### src/rtl/instr_fetch_if.sv
// Fetch-side bundle: PC register link, redirect, instruction memory request/response and decode handshake.
interface instr_fetch_if #(
  parameter int WIDTH = 32
);
  logic [WIDTH-1:0] PC_i;
  logic [WIDTH-1:0] PC_Next_o;
  logic             Redirect_i;
  logic [WIDTH-1:0] Redirect_PC_i;
  logic             IMem_Req_Valid_o;
  logic             IMem_Req_Ready_i;
  logic [WIDTH-1:0] IMem_Addr_o;
  logic             IMem_Rsp_Valid_i;
  logic [WIDTH-1:0] IMem_Rsp_Data_i;
  logic             Instr_Valid_o;
  logic             Instr_Ready_i;
  logic [WIDTH-1:0] Instr_o;
  logic [WIDTH-1:0] Instr_PC_o;

  modport master (
    input  PC_i, Redirect_i, Redirect_PC_i, IMem_Req_Ready_i,
           IMem_Rsp_Valid_i, IMem_Rsp_Data_i, Instr_Ready_i,
    output PC_Next_o, IMem_Req_Valid_o, IMem_Addr_o,
           Instr_Valid_o, Instr_o, Instr_PC_o
  );

  modport slave (
    output PC_i, Redirect_i, Redirect_PC_i, IMem_Req_Ready_i,
           IMem_Rsp_Valid_i, IMem_Rsp_Data_i, Instr_Ready_i,
    input  PC_Next_o, IMem_Req_Valid_o, IMem_Addr_o,
           Instr_Valid_o, Instr_o, Instr_PC_o
  );
endinterface

### src/rtl/instr_fetch.sv
// Instruction fetch: issues in-order memory requests from the PC, buffers responses in a circular
// buffer, hands them to decode over valid/ready, and drives the PC register's next value.
module instr_fetch #(
  parameter int               WIDTH    = 32,
  parameter int               DEPTH    = 4,
  parameter logic [WIDTH-1:0] RESET_PC = '0
) (
  input logic          clk,
  input logic          rst,
  instr_fetch_if.master bus
);
  localparam int AW = $clog2(DEPTH);
  localparam int PW = AW + 1;
  typedef logic [PW-1:0] ptr_t;

  logic [WIDTH-1:0] pc_q   [DEPTH];
  logic [WIDTH-1:0] pc_d   [DEPTH];
  logic [WIDTH-1:0] data_q [DEPTH];
  logic [WIDTH-1:0] data_d [DEPTH];
  logic [DEPTH-1:0] filled_q, filled_d;
  ptr_t alloc_ptr_q, alloc_ptr_d;
  ptr_t fill_ptr_q, fill_ptr_d;
  ptr_t head_ptr_q, head_ptr_d;
  ptr_t occ_q, occ_d;
  ptr_t drop_q, drop_d;

  logic [AW-1:0] head_idx, alloc_idx, fill_idx;
  ptr_t          unfilled;
  logic          req_vld, accept, deq, rsp_drop, rsp_fill, rsp_take;

  assign head_idx  = head_ptr_q[AW-1:0];
  assign alloc_idx = alloc_ptr_q[AW-1:0];
  assign fill_idx  = fill_ptr_q[AW-1:0];
  assign unfilled  = alloc_ptr_q - fill_ptr_q;

  // Dropped responses still occupy a memory slot, so they count against buffer space.
  assign req_vld = rst && !bus.Redirect_i &&
                   (({1'b0, occ_q} + {1'b0, drop_q}) < (PW+1)'(DEPTH));
  assign accept  = req_vld && bus.IMem_Req_Ready_i;

  assign rsp_drop = bus.IMem_Rsp_Valid_i && (drop_q != '0);
  assign rsp_fill = bus.IMem_Rsp_Valid_i && (drop_q == '0) && (unfilled != '0);
  assign rsp_take = rsp_drop || rsp_fill;

  assign bus.Instr_Valid_o    = (occ_q != '0) && filled_q[head_idx];
  assign deq                  = bus.Instr_Valid_o && bus.Instr_Ready_i;
  assign bus.Instr_o          = data_q[head_idx];
  assign bus.Instr_PC_o       = pc_q[head_idx];
  assign bus.IMem_Req_Valid_o = req_vld;
  assign bus.IMem_Addr_o      = bus.PC_i;

  always_comb begin
    bus.PC_Next_o = bus.PC_i;
    if (!rst)                 bus.PC_Next_o = RESET_PC;
    else if (bus.Redirect_i)  bus.PC_Next_o = bus.Redirect_PC_i & ~WIDTH'(3);
    else if (accept)          bus.PC_Next_o = bus.PC_i + WIDTH'(4);
  end

  always_comb begin
    pc_d        = pc_q;
    data_d      = data_q;
    filled_d    = filled_q;
    alloc_ptr_d = alloc_ptr_q;
    fill_ptr_d  = fill_ptr_q;
    head_ptr_d  = head_ptr_q;
    occ_d       = occ_q;
    drop_d      = drop_q;

    if (bus.Redirect_i) begin
      // Every unfilled entry has a response still coming; one arriving now is consumed here.
      filled_d    = '0;
      alloc_ptr_d = '0;
      fill_ptr_d  = '0;
      head_ptr_d  = '0;
      occ_d       = '0;
      drop_d      = drop_q + unfilled - ptr_t'(rsp_take);
    end else begin
      if (deq) begin
        filled_d[head_idx] = 1'b0;
        head_ptr_d         = head_ptr_q + ptr_t'(1);
      end
      if (accept) begin
        pc_d[alloc_idx]     = bus.PC_i;
        filled_d[alloc_idx] = 1'b0;
        alloc_ptr_d         = alloc_ptr_q + ptr_t'(1);
      end
      if (rsp_drop) begin
        drop_d = drop_q - ptr_t'(1);
      end else if (rsp_fill) begin
        data_d[fill_idx]   = bus.IMem_Rsp_Data_i;
        filled_d[fill_idx] = 1'b1;
        fill_ptr_d         = fill_ptr_q + ptr_t'(1);
      end
      occ_d = occ_q + ptr_t'(accept) - ptr_t'(deq);
    end
  end

  always_ff @(posedge clk or negedge rst) begin
    if (!rst) begin
      for (int i = 0; i < DEPTH; i++) begin
        pc_q[i]   <= '0;
        data_q[i] <= '0;
      end
      filled_q    <= '0;
      alloc_ptr_q <= '0;
      fill_ptr_q  <= '0;
      head_ptr_q  <= '0;
      occ_q       <= '0;
      drop_q      <= '0;
    end else begin
      pc_q        <= pc_d;
      data_q      <= data_d;
      filled_q    <= filled_d;
      alloc_ptr_q <= alloc_ptr_d;
      fill_ptr_q  <= fill_ptr_d;
      head_ptr_q  <= head_ptr_d;
      occ_q       <= occ_d;
      drop_q      <= drop_d;
    end
  end
endmodule

### src/flat_wrapper.sv
// flat-port wrapper written by rule: the top's interface ports become plain ports
module instr_fetch_flat 
#(
  parameter int               WIDTH    = 32,
  parameter int               DEPTH    = 4,
  parameter logic [WIDTH-1:0] RESET_PC = '0
)
  (clk, rst, bus_PC_i, bus_Redirect_i, bus_Redirect_PC_i, bus_IMem_Req_Ready_i, bus_IMem_Rsp_Valid_i, bus_IMem_Rsp_Data_i, bus_Instr_Ready_i, bus_PC_Next_o, bus_IMem_Req_Valid_o, bus_IMem_Addr_o, bus_Instr_Valid_o, bus_Instr_o, bus_Instr_PC_o);
  instr_fetch_if #(.WIDTH(WIDTH)) bus_i ();
  input logic clk;
  input logic rst;
  input wire logic [$bits(bus_i.PC_i)-1:0] bus_PC_i;
  input wire logic [$bits(bus_i.Redirect_i)-1:0] bus_Redirect_i;
  input wire logic [$bits(bus_i.Redirect_PC_i)-1:0] bus_Redirect_PC_i;
  input wire logic [$bits(bus_i.IMem_Req_Ready_i)-1:0] bus_IMem_Req_Ready_i;
  input wire logic [$bits(bus_i.IMem_Rsp_Valid_i)-1:0] bus_IMem_Rsp_Valid_i;
  input wire logic [$bits(bus_i.IMem_Rsp_Data_i)-1:0] bus_IMem_Rsp_Data_i;
  input wire logic [$bits(bus_i.Instr_Ready_i)-1:0] bus_Instr_Ready_i;
  output wire logic [$bits(bus_i.PC_Next_o)-1:0] bus_PC_Next_o;
  output wire logic [$bits(bus_i.IMem_Req_Valid_o)-1:0] bus_IMem_Req_Valid_o;
  output wire logic [$bits(bus_i.IMem_Addr_o)-1:0] bus_IMem_Addr_o;
  output wire logic [$bits(bus_i.Instr_Valid_o)-1:0] bus_Instr_Valid_o;
  output wire logic [$bits(bus_i.Instr_o)-1:0] bus_Instr_o;
  output wire logic [$bits(bus_i.Instr_PC_o)-1:0] bus_Instr_PC_o;
  assign bus_i.PC_i = bus_PC_i;
  assign bus_i.Redirect_i = bus_Redirect_i;
  assign bus_i.Redirect_PC_i = bus_Redirect_PC_i;
  assign bus_i.IMem_Req_Ready_i = bus_IMem_Req_Ready_i;
  assign bus_i.IMem_Rsp_Valid_i = bus_IMem_Rsp_Valid_i;
  assign bus_i.IMem_Rsp_Data_i = bus_IMem_Rsp_Data_i;
  assign bus_i.Instr_Ready_i = bus_Instr_Ready_i;
  assign bus_PC_Next_o = bus_i.PC_Next_o;
  assign bus_IMem_Req_Valid_o = bus_i.IMem_Req_Valid_o;
  assign bus_IMem_Addr_o = bus_i.IMem_Addr_o;
  assign bus_Instr_Valid_o = bus_i.Instr_Valid_o;
  assign bus_Instr_o = bus_i.Instr_o;
  assign bus_Instr_PC_o = bus_i.Instr_PC_o;
  instr_fetch #(.WIDTH(WIDTH), .DEPTH(DEPTH), .RESET_PC(RESET_PC)) u_core (.clk(clk), .rst(rst), .bus(bus_i));
endmodule
### config.mk
export PLATFORM = sky130hd
export DESIGN_NAME = instr_fetch_flat
export DESIGN_NICKNAME = d
export VERILOG_FILES = /design/src/rtl/instr_fetch_if.sv /design/src/rtl/instr_fetch.sv /design/src/flat_wrapper.sv
export SDC_FILE = /design/constraint.sdc
export NUM_CORES = 1
export LEC_CHECK = 0
export ABC_CLOCK_PERIOD_IN_PS = 3800
export BUFFER_PORTS_ARGS = -buffer_cell sky130_fd_sc_hd__clkbuf_2
export CAP_MARGIN = 0
export CORE_UTILIZATION = 40
export CTS_BUF_LIST = sky130_fd_sc_hd__clkbuf_4
export CTS_CLUSTER_SIZE = 30
export DETAILED_ROUTE_END_ITERATION = 10
export HOLD_SLACK_MARGIN = 0.08
export PLACE_DENSITY_LB_ADDON = 0.3
export SYNTH_ARGS = -nofsm -noshare
export SYNTH_HDL_FRONTEND = slang
export SYNTH_SLANG_ARGS = --single-unit
### constraint.sdc
create_clock -name clk -period 3.8 [get_ports clk]
set_input_delay 0.76 -clock clk [delete_from_list [all_inputs] [get_ports clk]]
set_output_delay 0.76 -clock clk [all_outputs]
set_load 0.02 [all_outputs]
==> flow_summary_export.csv <==
group,metric,value,unit
run_status,status,"complete, no violations",
finish,final_area,16200,µm²
yosys,seq_area_frac_synth,50.3,%
finish,final_util,48.3,%
yosys,synthFlopType,"dfrtp_1",
cts,h-tree-depth,3,
cts,cts.clk_slew.worst_paths,0.06,ns
cts,cts_setup_buffers,0,
worst_setup_path,critical_path_class,"reg2out",
sta,hold_viol_final,0,
yosys,synth_mux_area_share,30.8,%
finish,regArea,6860,µm²
worst_setup_path,worstSetupEndpointType,"primary output",
global_route,grtUsageTotal,19.6,%
floorplanning,top_level_ports,232,
cts,cts_sinks,274,
yosys,synth-xor-area-share,1.58,%
finish,final_common_cell,"dfrtp_1",
sta,tightest_slew,0.932,ns
yosys,syn_area_per_cell,13.6,µm²
worst_setup_path,start_kind,"flip-flop",
power_and_ir_drop,irDropWorstVdd,0.255,mV
power_and_ir_drop,p_leak,8.06,nW
yosys,syn_nets,1128,
worst_setup_path,worstPathCellList,"ha_1 -> nor3_1 -> buf_4 -> nand2_2 -> nor4_2 -> buf_4 -> a21oi_1 -> o311a_1 -> clkbuf_2",
placement,portBuffers,229,
drt,wire_per_inst,18.9,µm
floorplanning,rows,67,
yosys,synthCells,1000,
cts,cts_root_buffer,"clkbuf_4",
sta,rsz0062_at_grt,"yes",
worst_setup_path,critPathArrivalTime,2.88,ns
yosys,netlist.area_leader.share,50.3,%
sta,min_period_over_period,95.8,%
drt,drt_iter0_markers,422,
worst_setup_path,ff2ff_path_depth,14,
cts,cts_tree,"yes",
sta,max_freq,275,MHz
worst_setup_path,startpoint,"u_core.drop_q[2]",
global_route,grt_max_degree,175,
sta,fin_ws,0.160,ns
worst_setup_path,slowest_stage,"dfrtp_1",
yosys,post-synth-top-area-cell,"dfrtp_1",
worst_setup_path,timing.critical_path.slowest_cell_delay,0.41,ns
sta,maxSlewViolCount,0,
worst_setup_path,required,3.04,ns
sta,relSlewSlack,37.9,%
yosys,synth_top_family_by_area,"multiplexers",
floorplanning,dieWidth,187,µm
yosys,synth_seq_cells,274,
sta,holdWs,0.193,ns
worst_setup_path,rr_startpoint,"u_core.alloc_ptr_q[0]",
worst_setup_path,regToRegEndpoint,"u_core.drop_q[2]",
finish,drive_above_1_share,54.6,%
cts,numCtsBuffers,78,
worst_setup_path,cp-endpoint,"bus_PC_Next_o[16]",
global_route,top_usage_layer,"met2",
floorplanning,fp.dieH,187,µm
finish,area.growth.synth_to_final,18.8,%
drt,viasPerCell,5.27,
drt,ant_nets,0,
yosys,synthSimpleGateAreaFrac,6.19,%
drt,post-route-drc-count,0,
worst_setup_path,cp_common_cell,"buf_4",
sta,setup_viol,0,
finish,fillCellCount,3101,
drt,wirelength,33100,µm
placement,hpwlAfterDp,21300,µm
global_route,grtUsageMet1,24.4,%
worst_setup_path,reg2reg_slack,0.50,ns
finish,final_cell_mix,"dfrtp_1 (272), mux2_2 (242), clkbuf_2 (228)",
drt,first_pass_iters,5,
yosys,synthArstFlopShare,100,%
power_and_ir_drop,power_density,519,nW/µm²
global_route,grt_pass1_vias,9733,
global_route,grt-ovfl-total,0,
finish,layout.nets,1370,
sta,fin_crit,3.64,ns
global_route,grt_pass1_wl,53300,µm
placement,place.gp.congestion,0.841,
cts,clk_path_buf_depth,3,
yosys,yosysUniqueCellTypes,50,
placement,placed_area,15200,µm²
min_path,hp-class,"in2async",
yosys,synth_area_leaders,"dfrtp_1 (50%), mux2_2 (20%), mux4_2 (11%)",
drt,vias,9241,
sta,finalClockSkew,0.0367,ns
yosys,yosys_warnings,0,
global_route,use_met3,5.64,%
yosys,netlist_area,13600,µm²
cts,clock_latency,0.72,ns
flow_run,drv_cap,0,
floorplanning,start_util,40.7,%
global_route,use_met2,31.8,%
yosys,synth_edf_count,0,
worst_setup_path,cp_max_fo,6,
floorplanning,die-area,34800,µm²
global_route,antenna_found_initial,1,
floorplanning,core_area,33500,µm²
placement,dp_slack,0.379,ns
yosys,yosys.area_share.adder,2.55,%
finish,multiInputGateArea,6220,µm²
yosys,synth-compound-area-share,4.05,%
## worst min-delay path by stage
stage	startpoint	endpoint	slack [ns]
floorplan	u_core.pc_q[48]	u_core.pc_q[48]	0.44
global route	rst	u_core.pc_q[75]	0.19
global placement	u_core.pc_q[112]	u_core.pc_q[112]	0.46
CTS	rst	u_core.pc_q[120]	0.12
finish	rst	u_core.pc_q[107]	0.19
detailed placement	u_core.pc_q[93]	u_core.pc_q[93]	0.47
## sequential cells by signal, summed over array words and instances, names as in the netlist
register            count
u_core.filled_q         4
u_core.fill_ptr_q       3
u_core.pc_q           128
u_core.occ_q            3
u_core.head_ptr_q       2
u_core.drop_q           3
u_core.alloc_ptr_q      3
u_core.data_q         128
## logic make-up after synthesis
logic type,Yosys count
DFF,274
and+or+nand+nor,157
muxes,308
adders and majority gates,26
buffers and inverters,126
AOI/OAI and AO/OA,86
xor gates and xnor gates,23
## per-layer routing
| layer | part of all wire [%] | routed length (µm) | vias up |
|---|---|---|---|
| li1 | - | - | 4184 |
| met1 | 42 | 13900 | 4672 |
| met2 | 48 | 16000 | 328 |
| met3 | 7.2 | 2380 | 57 |
| met4 | 2.6 | 860 | 0 |
| met5 | 0 | 0 | - |
## Yosys cell counts, drive strengths merged (19+ instances only)
| library cell | instances |
|---|---|
| mux4 | 65 |
| nor2 | 24 |
| inv | 28 |
| clkbuf | 37 |
| mux2 | 242 |
| dfrtp | 274 |
| nand3 | 19 |
| nand2 | 43 |
| o21ai | 41 |
| ha | 23 |
| buf | 61 |
## through the flow
step	TNS, ns	std cells	total power [W]
after floorplan	0	1000	0.00509
after global placement	0	1609	0.00575
after detailed placement	0	1609	0.00581
after CTS	0	1751	0.00855
after global routing	-0.0286	1752	0.00893
final	0	1752	0.00841
## worst max-delay path, delay by kind of cell, from the launching register on
| family | cells | cell delay (ns) |
|---|---|---|
| adder cells (fa/ha/maj) | 1 | 0.30 |
| buffers and inverters | 3 | 0.50 |
| AO/OA/AOI/OAI | 2 | 0.40 |
| flip-flops | 1 | 0.41 |
| AND/OR/NAND/NOR | 3 | 0.56 |
## what timing repair did
| item | 4_1_cts | 5_1_grt |
|---|---|---|
| endpoints found under the hold margin | 2 | 0 |
| hold buffers | 1 | 0 |
| setup endpoints to repair | 0 | 9 |
| resized for setup | 0 | 10 |
## where the power goes
part | total (W) | switching [W] | internal [W] | leakage [nW]
Sequential | 0.00364 | 0.000235 | 0.00341 | 3.71
Combinational | 0.00211 | 0.00112 | 0.000992 | 3.75
Clock | 0.00265 | 0.00124 | 0.00141 | 0.589
Total | 0.00841 | 0.00260 | 0.00581 | 8.06
## area by class of cell
type,instances,area share [%]
multi-input combinational,600,38.4
antenna,1,0.0155
clock inverter,24,0.610
inverter,28,0.649
timing repair buffer,260,9.05
clock buffer,117,5.42
tap,448,3.46
sequential,274,42.4
Note: power is estimated with default switching activity, not from simulation.
